==> config.mk <==
export PLATFORM = sky130hd
export DESIGN_NAME = led_status_driver
export DESIGN_NICKNAME = d
export VERILOG_FILES = /design/src/rtl/led_status_driver.sv
export SDC_FILE = /design/constraint.sdc
export NUM_CORES = 1
export LEC_CHECK = 0
export ABC_AREA = 1
export CORE_MARGIN = 2
export CORE_UTILIZATION = 62
export CTS_BUF_LIST = sky130_fd_sc_hd__clkbuf_4
export DETAILED_ROUTE_END_ITERATION = 16
export PLACE_DENSITY = 0.87
export SLEW_MARGIN = 20
export SYNTH_ARGS = -nofsm -noshare
export SYNTH_HDL_FRONTEND = slang
export SYNTH_SLANG_ARGS = --single-unit
export TNS_END_PERCENT = 10
==> constraint.sdc <==
create_clock -name clk -period 2.6 [get_ports clk]
set_input_delay 0.39 -clock clk [delete_from_list [all_inputs] [get_ports clk]]
set_output_delay 0.39 -clock clk [all_outputs]
set_load 0.02 [all_outputs]
==> src/rtl/led_status_driver.sv <==
// rtl/led_status_driver.sv - registered LED status driver: thermometer bar, stretched flags, blink and lamp test
module led_status_driver #(
    parameter int          LED_W        = 16,
    parameter int          BAR_W        = 8,
    parameter int          FLAG_W       = 5,
    parameter int          VAL_W        = 4,
    parameter int          STRETCH      = 15,
    parameter logic [FLAG_W-1:0] STRETCH_MASK = 5'b00110,
    parameter int          BLINK_HALF   = 25_000_000
) (
    input  logic              clk,
    input  logic              rst_n,
    input  logic [VAL_W-1:0]  bar_value,
    input  logic [FLAG_W-1:0] flags,
    input  logic              blink_en,
    input  logic              lamp_test,
    output logic [LED_W-1:0]  led
);

    localparam int SCNT_W = (STRETCH > 1) ? $clog2(STRETCH + 1) : 1;
    localparam int BCNT_W = (BLINK_HALF > 1) ? $clog2(BLINK_HALF) : 1;
    localparam logic [SCNT_W-1:0] SCNT_LOAD = SCNT_W'(STRETCH);
    localparam logic [BCNT_W-1:0] BCNT_LAST = BCNT_W'(BLINK_HALF - 1);

    logic [BCNT_W-1:0] bcnt_q, bcnt_d;
    logic              phase_q, phase_d;
    logic [SCNT_W-1:0] scnt_q [FLAG_W];
    logic [SCNT_W-1:0] scnt_d [FLAG_W];
    logic [LED_W-1:0]  led_q, led_d;

    logic [FLAG_W-1:0] flag_vis;
    logic [BAR_W-1:0]  bar_img;
    logic [LED_W-1:0]  img;

    // Free-running blink timebase; blink_en only gates, never restarts it.
    always_comb begin
        bcnt_d  = bcnt_q + 1'b1;
        phase_d = phase_q;
        if (bcnt_q == BCNT_LAST) begin
            bcnt_d  = '0;
            phase_d = ~phase_q;
        end
    end

    // Stretch counters keep running under lamp test and blink-off, so the hold is not extended.
    always_comb begin
        for (int i = 0; i < FLAG_W; i++) begin
            scnt_d[i]   = '0;
            flag_vis[i] = flags[i];
            if (STRETCH_MASK[i]) begin
                if (flags[i]) begin
                    scnt_d[i] = SCNT_LOAD;
                end else if (scnt_q[i] != '0) begin
                    scnt_d[i] = scnt_q[i] - 1'b1;
                end
                flag_vis[i] = flags[i] | (scnt_q[i] != '0);
            end
        end
    end

    always_comb begin
        bar_img = '0;
        if (int'(bar_value) > BAR_W) begin
            bar_img = {BAR_W{phase_q}};
        end else begin
            for (int k = 0; k < BAR_W; k++) begin
                bar_img[k] = (k < int'(bar_value));
            end
        end
    end

    always_comb begin
        img                     = '0;
        img[BAR_W-1:0]          = bar_img;
        img[LED_W-1 -: FLAG_W]  = flag_vis;
        if (lamp_test) begin
            led_d = '1;
        end else if (blink_en) begin
            led_d = img & {LED_W{phase_q}};
        end else begin
            led_d = img;
        end
    end

    always_ff @(posedge clk or negedge rst_n) begin
        if (!rst_n) begin
            bcnt_q  <= '0;
            phase_q <= 1'b1;
            led_q   <= '0;
            for (int i = 0; i < FLAG_W; i++) begin
                scnt_q[i] <= '0;
            end
        end else begin
            bcnt_q  <= bcnt_d;
            phase_q <= phase_d;
            led_q   <= led_d;
            for (int i = 0; i < FLAG_W; i++) begin
                scnt_q[i] <= scnt_d[i];
            end
        end
    end

    assign led = led_q;

endmodule

==> results.py, run 1 <==
metrics = {
    "pwr": {
        "p_sw_mw": 0.312,
        "vdd.ir_drop.worst_v": 0.000376,
        "power_frac_seq_pct": 54.5,
        "total_power_mw": 1.43,
        "p_sw_share_pct": 21.8,
        "powerDensity_nw_per_um2": 507,
        "comb_power_share_pct": 8.6,
        "internal_power_mw": 1.12,
        "power.leakage_nw": 1.30,
        "power.clock.fraction_pct": 37.0,
    },
    "timing": {
        "fin_skew_ns": 0.0123,
        "setup_viol": 0,
        "fin_setup_tns_ns": 0,
        "maxSlewViolCount": 0,
        "clock.fmax_mhz": 565,
        "tightest_slew_ns": 0.430,
        "slew_headroom_pct": 71.4,
        "period_share_pct": 68.1,
        "period_minus_slack_ns": 1.77,
        "rsz0062_at_grt": "no",
        "final-hold-violation-count": 0,
        "fin_hold_ws_ns": 0.428,
    },
    "critical_path": {
        "endpoint_kind": "primary output",
        "reg2reg_from": "bcnt_q[0]",
        "crit_family": "buffers and inverters",
        "r2r_cells": 8,
        "crit_required_ns": 2.21,
        "critPathBufInv": 1,
        "crit_slowest_cell": "clkdlybuf4s50_1",
        "path_cells": "clkdlybuf4s50_1",
        "startpoint_type": "flop",
        "crit_fanout": 3,
        "cp_data_arrival_time_ns": 1.38,
        "r2r-end": "bcnt_q[21]",
        "cpPeakStageDelay_ns": 0.62,
        "r2r_slack_ns": 0.95,
        "path_class": "reg -> out",
    },
    "global_routing": {
        "antenna_found_initial": 0,
        "grt_pass1_vias": 2012,
        "grt_max_degree": 35,
        "grt_pass1_wl_um": 8740,
        "grt_overflow": 0,
        "grt_use_total_pct": 26.6,
    },
    "final_layout": {
        "drive_gt1_share_pct": 4.01,
        "seq_area_um2": 1200,
        "area_growth_pct": 17.5,
        "diodes": 0,
        "multi_input_area_um2": 997,
        "fill_cells": 274,
        "nets": 363,
    },
    "logic_synthesis": {
        "synth_fp_nets": 330,
        "synth_area_leaders": "dfrtp_1, nand2_1, nor2_1, inv_1, nand3_1",
        "synth_cells": 316,
        "synth_most_common_cell": "nand2_1",
        "synth_flop_cell": "dfrtp_1",
        "synth-edff-count": 0,
        "yosysUniqueCellTypes": 22,
        "ys_seq_elements": 48,
        "synth_top_area_share_pct": 49.1,
        "syn_area_um2": 2400,
        "avgSynthCellArea_um2": 7.58,
        "synth_seq_area_share_pct": 50.2,
        "yosys_warnings": 0,
        "synthArstFlopShare_pct": 100,
        "netlist_top_cells_count": "nand2_1, nor2_1, dfrtp_1, inv_1, nand3_1",
        "netlist.top_cell.by_area": "dfrtp_1",
    },
    "floorplan": {
        "die_h_um": 66.2,
        "rows": 22,
        "start_util_pct": 65.0,
        "dieWidth_um": 66.2,
        "coreArea_um2": 3690,
        "die-area_um2": 4380,
        "io_pins": 29,
    },
    "cts": {
        "cts_resized": 0,
        "cts_sinks": 48,
        "numCtsBuffers": 5,
        "clockRootBuffer": "clkbuf_4",
        "cts_tree": "built",
        "clkSlewWorstSetupHoldPaths_ns": 0.13,
        "cts-htree-levels": 2,
        "clockBufferDepth": 2,
        "clk-insertion-delay-late_ns": 0.37,
    },
    "route": {
        "drcViolationCount": 0,
        "drt_pass1_iterations": 4,
        "ant_nets": 0,
        "drt-wirelength-per-cell_um": 12.7,
        "vias": 2028,
        "first_iter_violations": 119,
        "drt_wl_total_um": 5030,
        "vias_per_cell": 5.11,
    },
    "placement": {
        "place_congestion": 0.951,
        "io_buffers": 28,
        "hpwl_um": 3670,
    },
    "run": {
        "cap_violations": 0,
    },
    "min_path": {
        "holdCritPathClass": "in -> async",
    },
    "status": {
        "status": "completed",
    },
}
timing repair:
item,4_1_cts,5_1_grt
buffers inserted,0,0
hold endpoints to repair,14,0
hold buffers,1,0
metal layers:
layer	routed length, µm	global-route usage (%)
met1	2140	31.7
met2	2490	45.9
met3	311	7.50
met4	87	8.93
met5	0	0
worst max-delay path by stage:
stage	startpoint	endpoint	cells after the start
floorplan	bcnt_q[0]	bcnt_q[20]	9
global placement	blink_en	led[5]	6
detailed placement	bar_value[1]	led[1]	9
CTS	led[10]	led[9]	1
global route	led[10]	led[9]	1
finish	led[10]	led[9]	1
layout by cell type (no fill, tap or decap):
master           netlist  layout
dfstp_2                1       1
inv_1                 43      43
nand4_1                1       1
nand2_1               93      93
nor2_4                 2       2
nor3_1                 9       9
buf_2                  0       1
clkbuf_4               0       5
o31ai_1                3       3
nor2_1                59      59
clkinv_2               1       1
dfrtp_1               47      47
xor2_1                10      10
nor2_2                 1       1
xnor2_1                3       3
ha_1                   1       1
clkdlybuf4s50_1        0      27
a21oi_1                4       4
o21ai_0               12      12
nand3_1               19      19
dlygate4sd3_1          0       1
nand3b_1               2       2
o211ai_1               1       1
bufinv_16              0       2
buf_4                  2       1
layout make-up:
class                           count  share of cell area [%]
Multi-Input combinational cell    220                    35.4
Clock inverter                      2                    2.13
Inverter                           44                    5.91
Timing Repair Buffer               30                    10.4
Tap cell                           48                    2.13
Clock buffer                        5                    1.33
Sequential cell                    48                    42.7
per-stage QoR:
stage | util, % | cell area, µm² | std cells | worst slack [ns]
6_report | 76.4 | 2820 | 397 | 0.829
5_1_grt | 76.4 | 2820 | 397 | 0.784
4_1_cts | 76.4 | 2820 | 397 | 0.828
3_5_place_dp | 73.4 | 2710 | 389 | 0.985
3_3_place_gp | 73.4 | 2710 | 389 | 1.03
2_1_floorplan | - | 2400 | 316 | 1.19
logic make-up (layout without fill, tap and decap cells):
logic type      Yosys count  after routing  synth area share (%)
compound gates           20             20                  4.60
flops                    48             48                  50.2
fa+ha+maj                 1              1                 0.522
buf+inv                  48             81                  8.20
simple gates            186            186                  31.7
xor+xnor                 13             13                  4.75
flip-flops by register name (all words and copies together), names as in the netlist:
| register | flops |
|---|---|
| scnt_q | 8 |
| led | 14 |
| bcnt_q | 25 |
| phase_q | 1 |
power groups by stage:
stage          Clock [mW]  Sequential, mW  Combinational, mW
6_report            0.528           0.778              0.122
5_1_grt             0.565           0.780              0.137
4_1_cts             0.534           0.778              0.124
3_5_place_dp            0           0.791              0.122
3_3_place_gp            0           0.790              0.120
2_1_floorplan           0           0.809             0.0315
Note: power is estimated with default switching activity, not from simulation.
==> inputs of run 2 (changes only) <==
CORE_UTILIZATION = 52   (was 62)
PLACE_DENSITY = 0.78   (was 0.87)
clock period = 1.55 ns   (was 2.6 ns; I/O delays follow)
==> run 2 against run 1 <==
Net effect:
- highest routed layer unchanged
- hold slack worse by 0.097 ns
- final cell count is 3.5% higher
- flip-flop and latch count stayed put
- largest power group unchanged
- cell area is 1.7% higher
- clock skew is 0.00076 ns higher
- sequential power is 67% higher
==> results.py, run 2 (same netlist as run 1, synthesis figures left out) <==
metrics = {
    "pwr": {
        "powerDensity_nw_per_um2": 725,
        "power.leakage_nw": 1.35,
        "vdd.ir_drop.worst_v": 0.000626,
    },
    "final_layout": {
        "diodes": 0,
        "final_cell_area_um2": 2860,
        "utilization_pct": 65.3,
        "nets": 372,
        "largest_reg_flops": 25,
        "final_common_cell": "nand2_1",
        "largest-register": "bcnt_q",
        "area_growth_pct": 19.5,
        "multi_input_area_um2": 1010,
        "seq_area_um2": 1200,
        "drive_gt1_share_pct": 8.36,
        "fin_cells": 411,
        "final_cell_mix": "nand2_1, nor2_1, dfrtp_1",
        "fill_cells": 393,
    },
    "cts": {
        "clockBufferDepth": 2,
        "cts_tree": "built",
        "clockRootBuffer": "clkbuf_4",
        "cts-htree-levels": 2,
        "numCtsBuffers": 5,
        "cts_sinks": 48,
        "clk-insertion-delay-late_ns": 0.36,
        "clkSlewWorstSetupHoldPaths_ns": 0.14,
    },
    "global_routing": {
        "grt_pass1_wl_um": 8380,
        "grt_pass1_vias": 1955,
        "grt_max_degree": 21,
        "antenna_found_initial": 0,
        "grt_overflow": 0,
        "grt_use_total_pct": 21.0,
    },
    "critical_path": {
        "crit_required_ns": 1.82,
        "path_cells": "ha_2 -> nand2_1 -> nor2_4 -> nand3b_1 -> nor2_2 -> nand2_2 -> clkinv_2 -> nor2_1",
        "crit_fanout": 7,
        "crit_slowest_cell": "dfrtp_1",
        "path_class": "reg -> reg",
        "cpPeakStageDelay_ns": 0.40,
        "critPathLaunch": "bcnt_q[0]",
        "endpoint_kind": "flop",
        "crit_family": "simple AND/OR/NAND/NOR gates",
        "reg2reg_from": "bcnt_q[0]",
        "critPathBufInv": 1,
        "startpoint_type": "flop",
        "cp_data_arrival_time_ns": 1.72,
    },
    "route": {
        "drt-wirelength-per-cell_um": 11.9,
        "drcViolationCount": 0,
        "drt_pass1_iterations": 4,
        "vias": 2081,
        "drt_wl_total_um": 4890,
        "ant_nets": 0,
        "first_iter_violations": 154,
        "vias_per_cell": 5.06,
    },
    "floorplan": {
        "rows": 24,
        "dieWidth_um": 71.9,
        "die_h_um": 71.9,
        "start_util_pct": 54.7,
        "coreArea_um2": 4380,
        "die-area_um2": 5170,
        "io_pins": 29,
    },
    "timing": {
        "clock.fmax_mhz": 689,
        "slew_headroom_pct": 68.1,
        "fin_skew_ns": 0.0130,
        "final-hold-violation-count": 0,
        "period_share_pct": 93.7,
        "tightest_slew_ns": 0.478,
        "period_minus_slack_ns": 1.45,
        "fin_hold_ws_ns": 0.331,
        "setup_viol": 0,
        "maxSlewViolCount": 0,
        "rsz0062_at_grt": "yes",
        "setup_slack_ns": 0.0978,
    },
    "placement": {
        "dpl_cell_area_um2": 2780,
        "io_buffers": 28,
        "place_congestion": 0.960,
        "place_inst": 400,
        "hpwl_um": 3760,
        "pre_cts_ws_ns": 0.0366,
    },
    "run": {
        "cap_violations": 0,
    },
    "min_path": {
        "holdCritPathClass": "in -> reg",
        "hold_start": "lamp_test",
    },
    "status": {
        "status": "completed",
    },
}
-- run 2: final timing paths --
| path | end | slack (ns) | cells after the start |
|---|---|---|---|
| worst max-delay path | bcnt_q[13] | 0.1 | 8 |
| worst min-delay path | led[10] | 0.33 | 1 |
| worst max register to register | bcnt_q[13] | 0.1 | 8 |
| worst min register to register | phase_q | 0.48 | 2 |
| max in group asynchronous | led[13] | 0.68 | 3 |
| min in group asynchronous | bcnt_q[9] | 0.34 | 2 |
-- run 2: worst register-to-register path, cell delays in order (launching register included) --
cell      delay (ns)
dfrtp_1         0.40
ha_2            0.21
nand2_1         0.10
nor2_4          0.14
nand3b_1        0.11
nor2_2          0.13
nand2_2         0.11
clkinv_2        0.12
nor2_1          0.06
-- run 2: final cells by class --
class / instances / share of cell area [%]
inverter: 44 / 5.94
clock inverter: 2 / 0.393
timing repair buffer: 38 / 12.3
timing repair inverter: 1 / 0.175
tap: 52 / 2.27
sequential: 48 / 42.1
clock buffer: 6 / 1.57
multi-input combinational: 220 / 35.3
-- run 2: per-layer routing --
layer / GRT usage, % / vias up / wire length [µm]
li1: - / 1061 / -
met1: 25.9 / 960 / 2110
met2: 34.9 / 50 / 2350
met3: 6.89 / 10 / 352
met4: 7.13 / 0 / 75
met5: 0 / - / 0
-- run 2: through the flow --
step | power (mW) | TNS [ns]
2_1_floorplan | 1.41 | 0
3_3_place_gp | 1.54 | 0
3_5_place_dp | 1.54 | 0
4_1_cts | 2.10 | 0
5_1_grt | 2.17 | -0.0372
6_report | 2.08 | 0
-- run 2: where the power goes --
group	total (mW)	leakage, nW	switching [mW]	internal [mW]
Clock	0.577	0.0293	0.386	0.191
Combinational	0.198	0.741	0.116	0.0824
Sequential	1.30	0.575	0.0163	1.29
-- run 2: timing repair --
item,CTS,global route
setup endpoints to repair,14,19
resized for setup,14,12
hold buffers,1,0
cloned,0,1
pin swaps,0,2
endpoints found under the hold margin,16,0
setup buffers,0,1
==> inputs of run 3 (changes only) <==
SETUP_SLACK_MARGIN = 0.5   (was unset)
==> run 3 against run 2 <==
Net effect:
- via count is 1.7% higher
- global-route usage up 0.78 points
- die area unchanged
- setup slack improved by 0.016 ns
- sequential power about the same
- wire length increased by 3.7%
- hold slack got worse by 0.00057 ns
==> results.py, run 3 (same netlist as run 1, synthesis figures left out) <==
metrics = {
    "timing": {
        "period_minus_slack_ns": 1.44,
        "maxSlewViolCount": 0,
        "setup_slack_ns": 0.114,
        "fin_skew_ns": 0.0106,
        "final-hold-violation-count": 0,
        "rsz0062_at_grt": "yes",
        "tightest_slew_ns": 0.428,
        "slew_headroom_pct": 71.5,
        "clock.fmax_mhz": 696,
        "period_share_pct": 92.7,
        "setup_viol": 0,
        "fin_setup_tns_ns": 0,
    },
    "status": {
        "status": "completed",
    },
    "global_routing": {
        "met2_usage_pct": 37.6,
        "grt_use_met1_pct": 27.3,
        "use_met3_pct": 4.92,
        "grt_use_total_pct": 21.8,
        "grt_max_degree": 22,
        "grt_overflow": 0,
        "grt_pass1_wl_um": 8710,
        "top_usage_layer": "met2",
        "antenna_found_initial": 0,
        "grt_pass1_vias": 2012,
    },
    "cts": {
        "cts_sinks": 48,
        "numCtsBuffers": 5,
        "clockBufferDepth": 2,
        "clk-insertion-delay-late_ns": 0.35,
        "clkSlewWorstSetupHoldPaths_ns": 0.13,
        "cts-htree-levels": 2,
        "clockRootBuffer": "clkbuf_4",
        "cts_tree": "built",
    },
    "route": {
        "vias": 2117,
        "first_iter_violations": 151,
        "ant_nets": 0,
        "drt-wirelength-per-cell_um": 12.2,
        "drcViolationCount": 0,
        "drt_pass1_iterations": 4,
        "drt_wl_total_um": 5080,
        "vias_per_cell": 5.08,
    },
    "final_layout": {
        "area_growth_pct": 22.7,
        "final_common_cell": "nand2_1",
        "drive_gt1_share_pct": 11.5,
        "largest_reg_flops": 25,
        "final_cell_mix": "nand2_1, nor2_1, dfrtp_1",
        "diodes": 0,
        "nets": 379,
        "largest-register": "bcnt_q",
    },
    "floorplan": {
        "die-area_um2": 5170,
        "coreArea_um2": 4380,
        "rows": 24,
        "dieWidth_um": 71.9,
        "io_pins": 29,
        "die_h_um": 71.9,
        "start_util_pct": 54.7,
    },
    "critical_path": {
        "cpPeakStageDelay_ns": 0.42,
        "reg2reg_from": "bcnt_q[0]",
        "crit_required_ns": 1.80,
        "crit_slowest_cell": "dfrtp_1",
        "r2r_slack_ns": 0.11,
        "startpoint_type": "flop",
        "path_class": "reg -> reg",
        "r2r_cells": 8,
        "endpoint_kind": "flop",
        "crit_fanout": 8,
        "path_cells": "ha_4 -> nand2_4 -> nor2_4 -> nand3b_1 -> nor2_2 -> nand2_2 -> clkinv_4 -> nor2_1",
        "cp_data_arrival_time_ns": 1.68,
        "r2r-end": "bcnt_q[12]",
    },
    "placement": {
        "io_buffers": 28,
        "place_congestion": 0.871,
        "pre_cts_ws_ns": 0.0197,
        "hpwl_um": 3810,
    },
    "min_path": {
        "holdCritPathClass": "in -> async",
    },
    "pwr": {
        "vdd.ir_drop.worst_v": 0.000521,
        "power.leakage_nw": 1.40,
        "powerDensity_nw_per_um2": 697,
    },
    "run": {
        "cap_violations": 0,
    },
}
run 3: cell count changes in the layout (fill, tap and decap cells not counted), moves of 2 or more:
cell,previous run,this run
buf_6,0,3
nand3_1,19,17
nand3_2,0,2
dlymetal6s2s_1,2,0
buf_4,8,15
dfrtp_1,45,47
dlygate4sd2_1,14,12
dfrtp_2,2,0
run 3: worst max path at each step:
stage	from	endpoint	slack, ns	cells after the start
3_5_place_dp	bcnt_q[0]	bcnt_q[13]	0.02	8
5_1_grt	bcnt_q[1]	bcnt_q[14]	0.02	8
3_3_place_gp	bcnt_q[0]	bcnt_q[22]	0.11	8
2_1_floorplan	bcnt_q[0]	bcnt_q[20]	0.16	9
4_1_cts	bcnt_q[1]	bcnt_q[0]	0.16	8
6_report	bcnt_q[0]	bcnt_q[12]	0.11	8
run 3: metrics by stage:
step	total power, mW	cell area [µm²]	instances	hold WS (ns)	util (%)
final	2.05	2940	417	0.330	67.1
after global routing	2.16	2940	417	0.326	67.1
after CTS	2.09	2900	413	0.314	66.0
after detailed placement	1.54	2780	400	0.196	63.5
after global placement	1.54	2780	400	0.192	63.5
after floorplan	1.41	2400	316	-0.0631	-
run 3: metal layers:
metal,part of all wire [%],vias up
met4,1.8,0
met5,0,-
met1,43,985
met2,50,53
met3,4.6,11
li1,-,1068
run 3: area by class of cell:
cell class                      count  area (µm²)
Fill cell                         383        1440
Sequential cell                    48        1200
Multi-Input combinational cell    220        1040
Timing Repair Buffer               45         402
Inverter                           44         170
Tap cell                           52        65.1
Clock buffer                        6        45.0
Timing Repair inverter              1        8.76
Clock inverter                      1        5.00
run 3: where the power goes:
part           switching (mW)  internal [mW]  total [mW]
Combinational           0.114         0.0848       0.199
Clock                   0.360          0.185       0.545
Sequential             0.0181           1.29        1.30
Total                   0.492           1.56        2.05
run 3: what timing repair did:
action,4_1_cts,5_1_grt
resized for setup,41,5
hold endpoints to repair,15,0
endpoints found under the setup margin,54,58
setup buffers,4,4
pin swaps,2,4
hold buffers,1,0
cloned,1,0
run 3: worst max-delay path: cells and delay by family, from the launching register on:
kind | cells | cell delay, ns
adder cells (fa/ha/maj) | 1 | 0.18
buffers and inverters | 1 | 0.11
flip-flops | 1 | 0.42
AND/OR/NAND/NOR | 6 | 0.61
